[config.mk]
export PLATFORM = sky130hd
export DESIGN_NAME = decompose_w1_decode
export DESIGN_NICKNAME = d
export VERILOG_FILES = /design/src/rtl/decompose_w1_decode.sv
export SDC_FILE = /design/constraint.sdc
export NUM_CORES = 1
export LEC_CHECK = 0
export CAP_MARGIN = 10
export CORE_MARGIN = 2
export CORE_UTILIZATION = 55
export CTS_BUF_LIST = sky130_fd_sc_hd__clkbuf_8
export CTS_CLUSTER_SIZE = 14
export DETAILED_ROUTE_END_ITERATION = 8
export GPL_ROUTABILITY_DRIVEN = 0
export GPL_TIMING_DRIVEN = 1
export PLACE_DENSITY = 0.9
export SLEW_MARGIN = 25
export SYNTH_ARGS = -nofsm -noshare
export SYNTH_HDL_FRONTEND = slang
export SYNTH_SLANG_ARGS = --single-unit
[constraint.sdc]
create_clock -name clk -period 2.7 [get_ports clk]
set_clock_uncertainty 0.15 [all_clocks]
set_input_delay 0.81 -clock clk [delete_from_list [all_inputs] [get_ports clk]]
set_output_delay 0.81 -clock clk [all_outputs]
set_load 0.01 [all_outputs]
[src/rtl/decompose_w1_decode.sv]
// decompose_w1_decode: unpacks 64-bit w1 words into one group of four 4-bit r1 coefficients per cycle.
//
// Ports:
//   clk          in   clock
//   reset_n      in   asynchronous active-low reset
//   zeroize      in   synchronous clear of all state (wins over everything but reset)
//   start_i      in   pulse: clear buffers/counters and enter RUN
//   w1_i         in   64-bit packed word, bits [15:0] are the first group
//   w1_valid_i   in   w1_i valid
//   w1_ready_o   out  word can be accepted this cycle
//   r1_o         out  current group, r1_o[0] is the lowest nibble
//   r1_valid_o   out  r1_o valid
//   r1_ready_i   in   consumer accepts r1_o
//   poly_done_o  out  pulse with the handshake of a polynomial's last group
//   done_o       out  sticky: NUM_POLY polynomials emitted
//   proto_err_o  out  sticky input-protocol violation
//
// Build option: define W1_DECODE_PROTO_CHK_EN to enable the input protocol checker;
// otherwise proto_err_o is tied low.
module decompose_w1_decode #(
    parameter int NUM_POLY        = 8,
    parameter int GROUPS_PER_POLY = 64
) (
    input  logic            clk,
    input  logic            reset_n,
    input  logic            zeroize,
    input  logic            start_i,
    input  logic [63:0]     w1_i,
    input  logic            w1_valid_i,
    output logic            w1_ready_o,
    output logic [3:0][3:0] r1_o,
    output logic            r1_valid_o,
    input  logic            r1_ready_i,
    output logic            poly_done_o,
    output logic            done_o,
    output logic            proto_err_o
);
    localparam int GW = GROUPS_PER_POLY > 1 ? $clog2(GROUPS_PER_POLY) : 1;
    localparam int PW = NUM_POLY > 1 ? $clog2(NUM_POLY) : 1;
    localparam logic [GW-1:0] GRP_LAST  = GW'(GROUPS_PER_POLY - 1);
    localparam logic [PW-1:0] POLY_LAST = PW'(NUM_POLY - 1);

    typedef enum logic [1:0] {IDLE, RUN, DONE} state_t;

    state_t        state_q, state_d;
    logic [63:0]   sr_q, sr_d, hold_q, hold_d;
    logic          sr_full_q, sr_full_d, hold_full_q, hold_full_d;
    logic [1:0]    sub_q, sub_d;
    logic [GW-1:0] grp_cnt_q, grp_cnt_d;
    logic [PW-1:0] poly_cnt_q, poly_cnt_d;
    logic          done_q, done_d;
    logic          run, accept, out_hs, sr_avail, op_done;

    always_comb begin
        run         = state_q == RUN;
        w1_ready_o  = run & ~hold_full_q;
        accept      = w1_valid_i & w1_ready_o;
        r1_valid_o  = run & sr_full_q;
        r1_o        = sr_q[15:0];
        out_hs      = r1_valid_o & r1_ready_i;
        poly_done_o = out_hs & (grp_cnt_q == GRP_LAST);
        op_done     = poly_done_o & (poly_cnt_q == POLY_LAST);
        done_o      = done_q;
        // SR can take new data when empty or when its last group leaves this cycle
        sr_avail    = ~sr_full_q | (out_hs & (sub_q == 2'd3));
        state_d     = state_q;
        sr_d        = sr_q;
        hold_d      = hold_q;
        sr_full_d   = sr_full_q;
        hold_full_d = hold_full_q;
        sub_d       = sub_q;
        grp_cnt_d   = grp_cnt_q;
        poly_cnt_d  = poly_cnt_q;
        done_d      = done_q;
        if (state_q == IDLE && start_i)
            state_d = RUN;
        if (out_hs) begin
            sr_d       = sr_q >> 16;
            sub_d      = sub_q + 2'd1;
            sr_full_d  = sub_q != 2'd3;
            grp_cnt_d  = poly_done_o ? '0 : grp_cnt_q + 1'b1;
            poly_cnt_d = poly_done_o ? poly_cnt_q + 1'b1 : poly_cnt_q;
        end
        // HOLD refills SR before a new word so ordering is preserved
        if (sr_avail & hold_full_q) begin
            sr_d        = hold_q;
            sr_full_d   = 1'b1;
            sub_d       = 2'd0;
            hold_full_d = 1'b0;
        end else if (sr_avail & accept) begin
            sr_d      = w1_i;
            sr_full_d = 1'b1;
            sub_d     = 2'd0;
        end else if (accept) begin
            hold_d      = w1_i;
            hold_full_d = 1'b1;
        end
        if (op_done) begin
            state_d     = DONE;
            done_d      = 1'b1;
            sr_full_d   = 1'b0;
            hold_full_d = 1'b0;
            poly_cnt_d  = '0;
        end
        if (start_i | zeroize) begin
            state_d     = zeroize ? IDLE : RUN;
            sr_d        = '0;
            hold_d      = '0;
            sr_full_d   = 1'b0;
            hold_full_d = 1'b0;
            sub_d       = '0;
            grp_cnt_d   = '0;
            poly_cnt_d  = '0;
            done_d      = 1'b0;
        end
    end

    always_ff @(posedge clk or negedge reset_n) begin
        if (!reset_n) begin
            state_q     <= IDLE;
            sr_q        <= '0;
            hold_q      <= '0;
            sr_full_q   <= 1'b0;
            hold_full_q <= 1'b0;
            sub_q       <= '0;
            grp_cnt_q   <= '0;
            poly_cnt_q  <= '0;
            done_q      <= 1'b0;
        end else begin
            state_q     <= state_d;
            sr_q        <= sr_d;
            hold_q      <= hold_d;
            sr_full_q   <= sr_full_d;
            hold_full_q <= hold_full_d;
            sub_q       <= sub_d;
            grp_cnt_q   <= grp_cnt_d;
            poly_cnt_q  <= poly_cnt_d;
            done_q      <= done_d;
        end
    end

`ifdef W1_DECODE_PROTO_CHK_EN
    logic        proto_err_q, proto_err_d, stall_q, stall_d;
    logic [63:0] w1_prev_q, w1_prev_d;

    // A stalled offer must stay valid with unchanged data; any offer outside RUN is illegal
    always_comb begin
        stall_d     = w1_valid_i & ~w1_ready_o;
        w1_prev_d   = w1_i;
        proto_err_d = proto_err_q | (stall_q & (~w1_valid_i | (w1_i != w1_prev_q))) | (w1_valid_i & ~run);
        if (start_i | zeroize) begin
            stall_d     = 1'b0;
            proto_err_d = 1'b0;
        end
    end

    always_ff @(posedge clk or negedge reset_n) begin
        if (!reset_n) begin
            proto_err_q <= 1'b0;
            stall_q     <= 1'b0;
            w1_prev_q   <= '0;
        end else begin
            proto_err_q <= proto_err_d;
            stall_q     <= stall_d;
            w1_prev_q   <= w1_prev_d;
        end
    end

    assign proto_err_o = proto_err_q;
`else
    assign proto_err_o = 1'b0;
`endif
endmodule
==> results of run 1 <==
## flip-flops by register name, summed over array words and instances (netlist names)
signal / flops
hold_q: 64
sub_q: 2
hold_full_q: 1
sr_full_q: 1
poly_cnt_q: 3
grp_cnt_q: 6
state_q: 2
done_o: 1
sr_q: 64
## cell usage after synthesis, drive strengths merged (2+ instances only)
master   instances
a22o            64
or3              4
buf             54
nor2            55
dfrtp          144
nand3            3
and4b            2
a32o            49
ha               4
nand2           13
o21bai          48
o21ai            5
nor3            49
nor2b            2
clkbuf          28
o2bb2ai         16
a21oi           14
o22a            48
a22oi           16
inv              5
## logic make-up after synthesis
family          count (synthesis)
other cells                     1
simple gates                  138
buf+inv                        87
fa+ha+maj                       4
flops                         144
compound gates                266
xor+xnor                        2
## per-stage QoR
step	worst slack [ps]	hold slack [ps]	power [W]	setup TNS (ps)	cells
6_report	81.53	148.3	0.004350	0	897
5_1_grt	3.392	162.0	0.004487	0	897
4_1_cts	-99.09	152.2	0.004354	-99.09	896
3_5_place_dp	-758.7	333.4	0.002668	-16200	863
3_3_place_gp	-770.1	325.5	0.002652	-9837	863
2_1_floorplan	128.3	313.7	0.002401	0	642
## metal layers
layer	part of all wire (%)	GRT usage [%]	vias up
met1	40	40.73	3052
met4	4.2	13.80	0
li1	-	-	2609
met3	8.7	7.055	68
met2	47	47.44	427
met5	0	0	-
## repair_timing
action / in CTS / in global routing
gates resized for setup: 11 / 5
buffers inserted: 1 / 1
setup endpoints to repair: 3 / 2
pin swaps: 1 / 2
## path summary, 6_finish.rpt
| check | slack (ps) | depth (start not counted) | to | from |
|---|---|---|---|---|
| hold reg to reg | 350 | 1 | sr_q[3] | sr_q[3] |
| setup / recovery | 80 | 5 | poly_done_o | grp_cnt_q[1] |
| hold / removal | 150 | 1 | hold_q[22] | reset_n |
| min in group clk | 350 | 1 | sr_q[3] | sr_q[3] |
| setup reg to reg | 280 | 6 | sr_q[27] | hold_full_q |
| max in group asynchronous | 1560 | 2 | hold_full_q | reset_n |
## cell type report
class	count	area [um^2]	area share, %
Clock buffer	19	261.5	3.008
Clock inverter	13	137.6	1.583
Inverter	5	18.77	0.2159
Multi-Input combinational cell	411	3057	35.17
Sequential cell	144	3605	41.47
Tap cell	172	215.2	2.476
Timing Repair Buffer	133	1398	16.08
## report_power, final
part	total (W)	internal (W)	switching, W
combinational	0.000462	0.000208	0.000254
clock	0.00171	0.000868	0.000845
sequential	0.00218	0.00217	0.00000989
## critical path, stage by stage (launching register included)
cell,delay [ps]
dfrtp_1,380
ha_2,180
nand3_1,110
or3_4,360
inv_2,60
buf_2,120
==> flow_metrics.env, run 1 <==
export IMPL_status="finished, final reports clean"
export IMPL_p_leak_nw=3.647
export IMPL_period_share_pct=96.98
export IMPL_syn_area_um2=7029
export IMPL_fillers=880
export IMPL_io_buffers=89
export IMPL_area_delta_synth_final_pct=23.66
export IMPL_tritoncts="built"
export IMPL_initial_utilization_pct=55.93
export IMPL_grt_util_all_layers_pct=30.36
export IMPL_path_clk_slew_ps=80
export IMPL_final_common_cell="dfrtp_1"
export IMPL_required_ps=1740
export IMPL_synth_edf_count=0
export IMPL_synth_area_leaders="dfrtp_1 51%, a22o_1 8.0%, a32o_1 7.0%, o22a_1 6.0%, o21bai_1 5.1%"
export IMPL_gr_total_overflow=0
export IMPL_synth_compound_area_share_pct=31.83
export IMPL_end_kind="primary output"
export IMPL_postCtsHoldBufs=0
export IMPL_hold_class="primary input to asynchronous set/reset pin"
export IMPL_pwr_density_cell_nw_per_um2=500.5
export IMPL_die_h_um=117.1
export IMPL_insertion_delay_ps=460
export IMPL_synthSimpleGateAreaFrac_pct=9.576
export IMPL_die_w_um=117.1
export IMPL_ant_nets=0
export IMPL_cts_root_buf="clkbuf_8"
export IMPL_via_per_inst=6.863
export IMPL_peakVddDrop_mv=0.3529
export IMPL_period_minus_slack_ps=2618
export IMPL_cts_sinks=144
export IMPL_yosysTopAreaCell="dfrtp_1"
export IMPL_yosysSeqAreaShare_pct=51.26
export IMPL_routed_wl_um=19810
export IMPL_clk_path_buf_depth=2
export IMPL_tightest_slew_ps=717.9
export IMPL_path_class="register to primary output"
export IMPL_synth_top_family_by_area="compound AO/OA/AOI/OAI gates"
export IMPL_cts_buffers=17
export IMPL_ios=91
export IMPL_syn_num_nets=716
export IMPL_rsz0062_at_grt="false"
export IMPL_core_area_um2=12570
export IMPL_firstDrtPassIters=6
export IMPL_synthMuxAreaShare_pct=0
export IMPL_ys_types=45
export IMPL_setup_viol=0
export IMPL_ys_ff_latch=144
export IMPL_drive_above_1_share_pct=13.10
export IMPL_async_flop_share_pct=100.0
export IMPL_dieArea_um2=13700
export IMPL_ys_dominant_reg_cell="dfrtp_1"
export IMPL_yosysTopAreaCellShare_pct=51.26
export IMPL_synth_xor_xnor_area_share_pct=0.2492
export IMPL_grt_pass1_vias=6086
export IMPL_n_antenna_cell=0
export IMPL_finalHoldViolations=0
export IMPL_finalMaxSlewViolations=0
export IMPL_syn_avg_cell_area_um2=10.95
export IMPL_htree_levels=4
export IMPL_relSlewSlack_pct=52.14
export IMPL_place_area_um2=8264
export IMPL_fin_area_um2=8692
export IMPL_route_vias_total=6156
export IMPL_mostFrequentLayoutCells="143 x dfrtp_1, 84 x clkdlybuf4s50_1, 64 x a22o_1, 55 x nor2_1, 49 x a32o_1"
export IMPL_wl_per_cell_um=22.08
export IMPL_nets=786
export IMPL_grt_pass1_wl_um=31860
export IMPL_grt_max_degree=69
export IMPL_row_count=41
export IMPL_ys_warn_count=0
export IMPL_grt_antenna_before_repair=0
export IMPL_fmax_mhz=381.9
export IMPL_cap_violations=0
export IMPL_synthCells=642
export IMPL_final_util_pct=69.16
export IMPL_crit_fanout=3
export IMPL_start_kind="register"
export IMPL_drtIter0Drc=846
export IMPL_arrival_ps=1660
export IMPL_route_detailed_drc=0
export IMPL_dp_hpwl_um=12510
export IMPL_synthAdderAreaFrac_pct=0.7120
No activity file was read; power rests on OpenSTA's default activity.
==> run 2: changes to the inputs <==
==> constraint.sdc (replaced) <==
create_clock -name clk -period 2.7 [get_ports clk]
set_clock_uncertainty 0.15 [all_clocks]
set_input_delay 0.54 -clock clk [delete_from_list [all_inputs] [get_ports clk]]
set_output_delay 0.54 -clock clk [all_outputs]
set_load 0.01 [all_outputs]
==> run 2 against run 1 <==
Register-to-register slack gained 170 ps; sequential share of layout area is 0.71 points higher; first-iteration DRC count down 8.3%; sequential power barely moved; critical path type unchanged; critical path depth fell by 1.
==> flow_metrics.env, run 2 (synthesized netlist as in run 1, its figures left out) <==
export IMPL_via_per_inst=6.903
export IMPL_nets=775
export IMPL_area_delta_synth_final_pct=21.61
export IMPL_hold_class="register to register"
export IMPL_rsz0062_at_grt="false"
export IMPL_relSlewSlack_pct=50.77
export IMPL_fmax_mhz=388.4
export IMPL_final_common_cell="dfrtp_1"
export IMPL_route_vias_total=6116
export IMPL_gr_total_overflow=0
export IMPL_core_area_um2=12570
export IMPL_crit_fanout=7
export IMPL_top_regs="hold_q x64, sr_q x64, grp_cnt_q x6"
export IMPL_dp_cells=851
export IMPL_pwr_density_cell_nw_per_um2=513.2
export IMPL_p_leak_nw=3.550
export IMPL_grt_pass1_vias=6182
export IMPL_cts_buffers=17
export IMPL_wl_per_cell_um=22.35
export IMPL_ios=91
export IMPL_grt_max_degree=66
export IMPL_period_share_pct=95.37
export IMPL_fin_area_um2=8548
export IMPL_grt_util_all_layers_pct=30.44
export IMPL_path_class="register to primary output"
export IMPL_grt_antenna_before_repair=0
export IMPL_worstReg2RegStart="sub_q[0]"
export IMPL_rr_worst_depth=6
export IMPL_drtIter0Drc=776
export IMPL_n_antenna_cell=0
export IMPL_finalMaxSlewViolations=0
export IMPL_cts_root_buf="clkbuf_8"
export IMPL_status="finished, final reports clean"
export IMPL_stdcell_count=886
export IMPL_grt_pass1_wl_um=31750
export IMPL_start_kind="register"
export IMPL_required_ps=2010
export IMPL_initial_utilization_pct=55.93
export IMPL_firstDrtPassIters=7
export IMPL_routed_wl_um=19800
export IMPL_cap_violations=0
export IMPL_hold_path_depth=1
export IMPL_finalHoldViolations=0
export IMPL_dp_hpwl_um=12220
export IMPL_peakVddDrop_mv=0.3293
export IMPL_insertion_delay_ps=470
export IMPL_tightest_slew_ps=736.7
export IMPL_dieArea_um2=13700
export IMPL_ant_nets=0
export IMPL_path_clk_slew_ps=80
export IMPL_drive_above_1_share_pct=11.48
export IMPL_die_w_um=117.1
export IMPL_clk_path_buf_depth=2
export IMPL_period_minus_slack_ps=2575
export IMPL_reg2reg_setup_slack_ps=450
export IMPL_end_kind="primary output"
export IMPL_arrival_ps=1880
export IMPL_regToRegEndpoint="sr_q[20]"
export IMPL_cts_sinks=144
export IMPL_hold_end="sr_q[9]"
export IMPL_htree_levels=4
export IMPL_row_count=41
export IMPL_tritoncts="built"
export IMPL_die_h_um=117.1
export IMPL_hold_start="sr_q[9]"
export IMPL_setup_viol=0
export IMPL_route_detailed_drc=0
export IMPL_place_area_um2=8099
export IMPL_mostFrequentLayoutCells="142 x dfrtp_1, 87 x clkdlybuf4s50_1, 64 x a22o_1, 55 x nor2_1, 49 x a32o_1"
export IMPL_io_buffers=89
==> run 2: cell types whose count changed in the layout (fill, tap and decap cells not counted), moves of 2 or more <==
cell / previous run / this run
inv_1: 5 / 7
clkbuf_8: 19 / 17
clkdlybuf4s50_1: 84 / 87
buf_12: 15 / 9
dlygate4sd2_1: 2 / 0
buf_4: 29 / 23
==> run 2: worst max path at each step <==
stage	from	to	slack, ps
global placement	r1_ready_i	poly_done_o	-290
global route	state_q[0]	w1_ready_o	30
finish	state_q[0]	w1_ready_o	130
floorplan	r1_ready_i	poly_done_o	670
CTS	r1_ready_i	poly_done_o	30
detailed placement	r1_ready_i	poly_done_o	-310
==> run 2: metal layers <==
layer | part of all wire (%) | wire length (um) | global-route usage [%] | up-vias
met1 | 39 | 7737 | 39.49 | 3047
met4 | 3.6 | 717 | 14.27 | 0
met5 | 0 | 0 | 0 | -
met3 | 9.3 | 1837 | 7.775 | 78
met2 | 48 | 9506 | 48.32 | 403
li1 | - | - | - | 2588
==> run 2: per-stage QoR <==
| stage | hold slack [ps] | total power, W | setup WS, ps | TNS, ps | utilization [%] |
|---|---|---|---|---|---|
| 2_1_floorplan | 94.41 | 0.002401 | 668.3 | 0 | - |
| 3_3_place_gp | 324.2 | 0.002636 | -287.9 | -287.9 | 64.44 |
| 3_5_place_dp | 328.7 | 0.002651 | -311.9 | -311.9 | 64.44 |
| 4_1_cts | 356.6 | 0.004394 | 31.50 | 0 | 67.86 |
| 5_1_grt | 365.5 | 0.004527 | 28.56 | 0 | 68.01 |
| 6_report | 351.0 | 0.004387 | 125.1 | 0 | 68.01 |
==> run 2: power breakdown <==
| part | switching [W] | total, W | internal (W) | leakage [nW] |
|---|---|---|---|---|
| logic | 0.000249 | 0.000445 | 0.000196 | 1.35 |
| clock network | 0.000863 | 0.00177 | 0.000905 | 0.197 |
| registers | 0.00000963 | 0.00217 | 0.00216 | 2.01 |
| total | 0.00112 | 0.00439 | 0.00327 | 3.55 |
==> run 2: repair_timing <==
action / CTS / global route
endpoints found under the setup margin: 2 / 2
endpoints found under the hold margin: 37 / 0
hold buffers: 1 / 0
buffers inserted: 1 / 1
resized for setup: 4 / 6
pin swaps: 1 / 1
==> run 2: layout make-up <==
class | count | area, um^2
Tap cell | 172 | 215.2
Fill cell | 857 | 4020
Clock buffer | 17 | 234.0
Timing Repair Buffer | 122 | 1250
Sequential cell | 144 | 3606
Clock inverter | 15 | 171.4
Inverter | 5 | 18.77
Multi-Input combinational cell | 411 | 3053
==> run 2: critical path, cell delays in order (launching register included) <==
cell             delay [ps]
dfrtp_1                 370
buf_4                   150
nor2b_2                 180
nor2b_4                 180
clkdlybuf4s50_1         540
==> run 3: changes to the inputs <==
Settings changed: CTS_CLUSTER_DIAMETER from default to 30.
==> results of run 3 <==
Same layout as run 2: the final DEF is identical, and so are final timing and power.
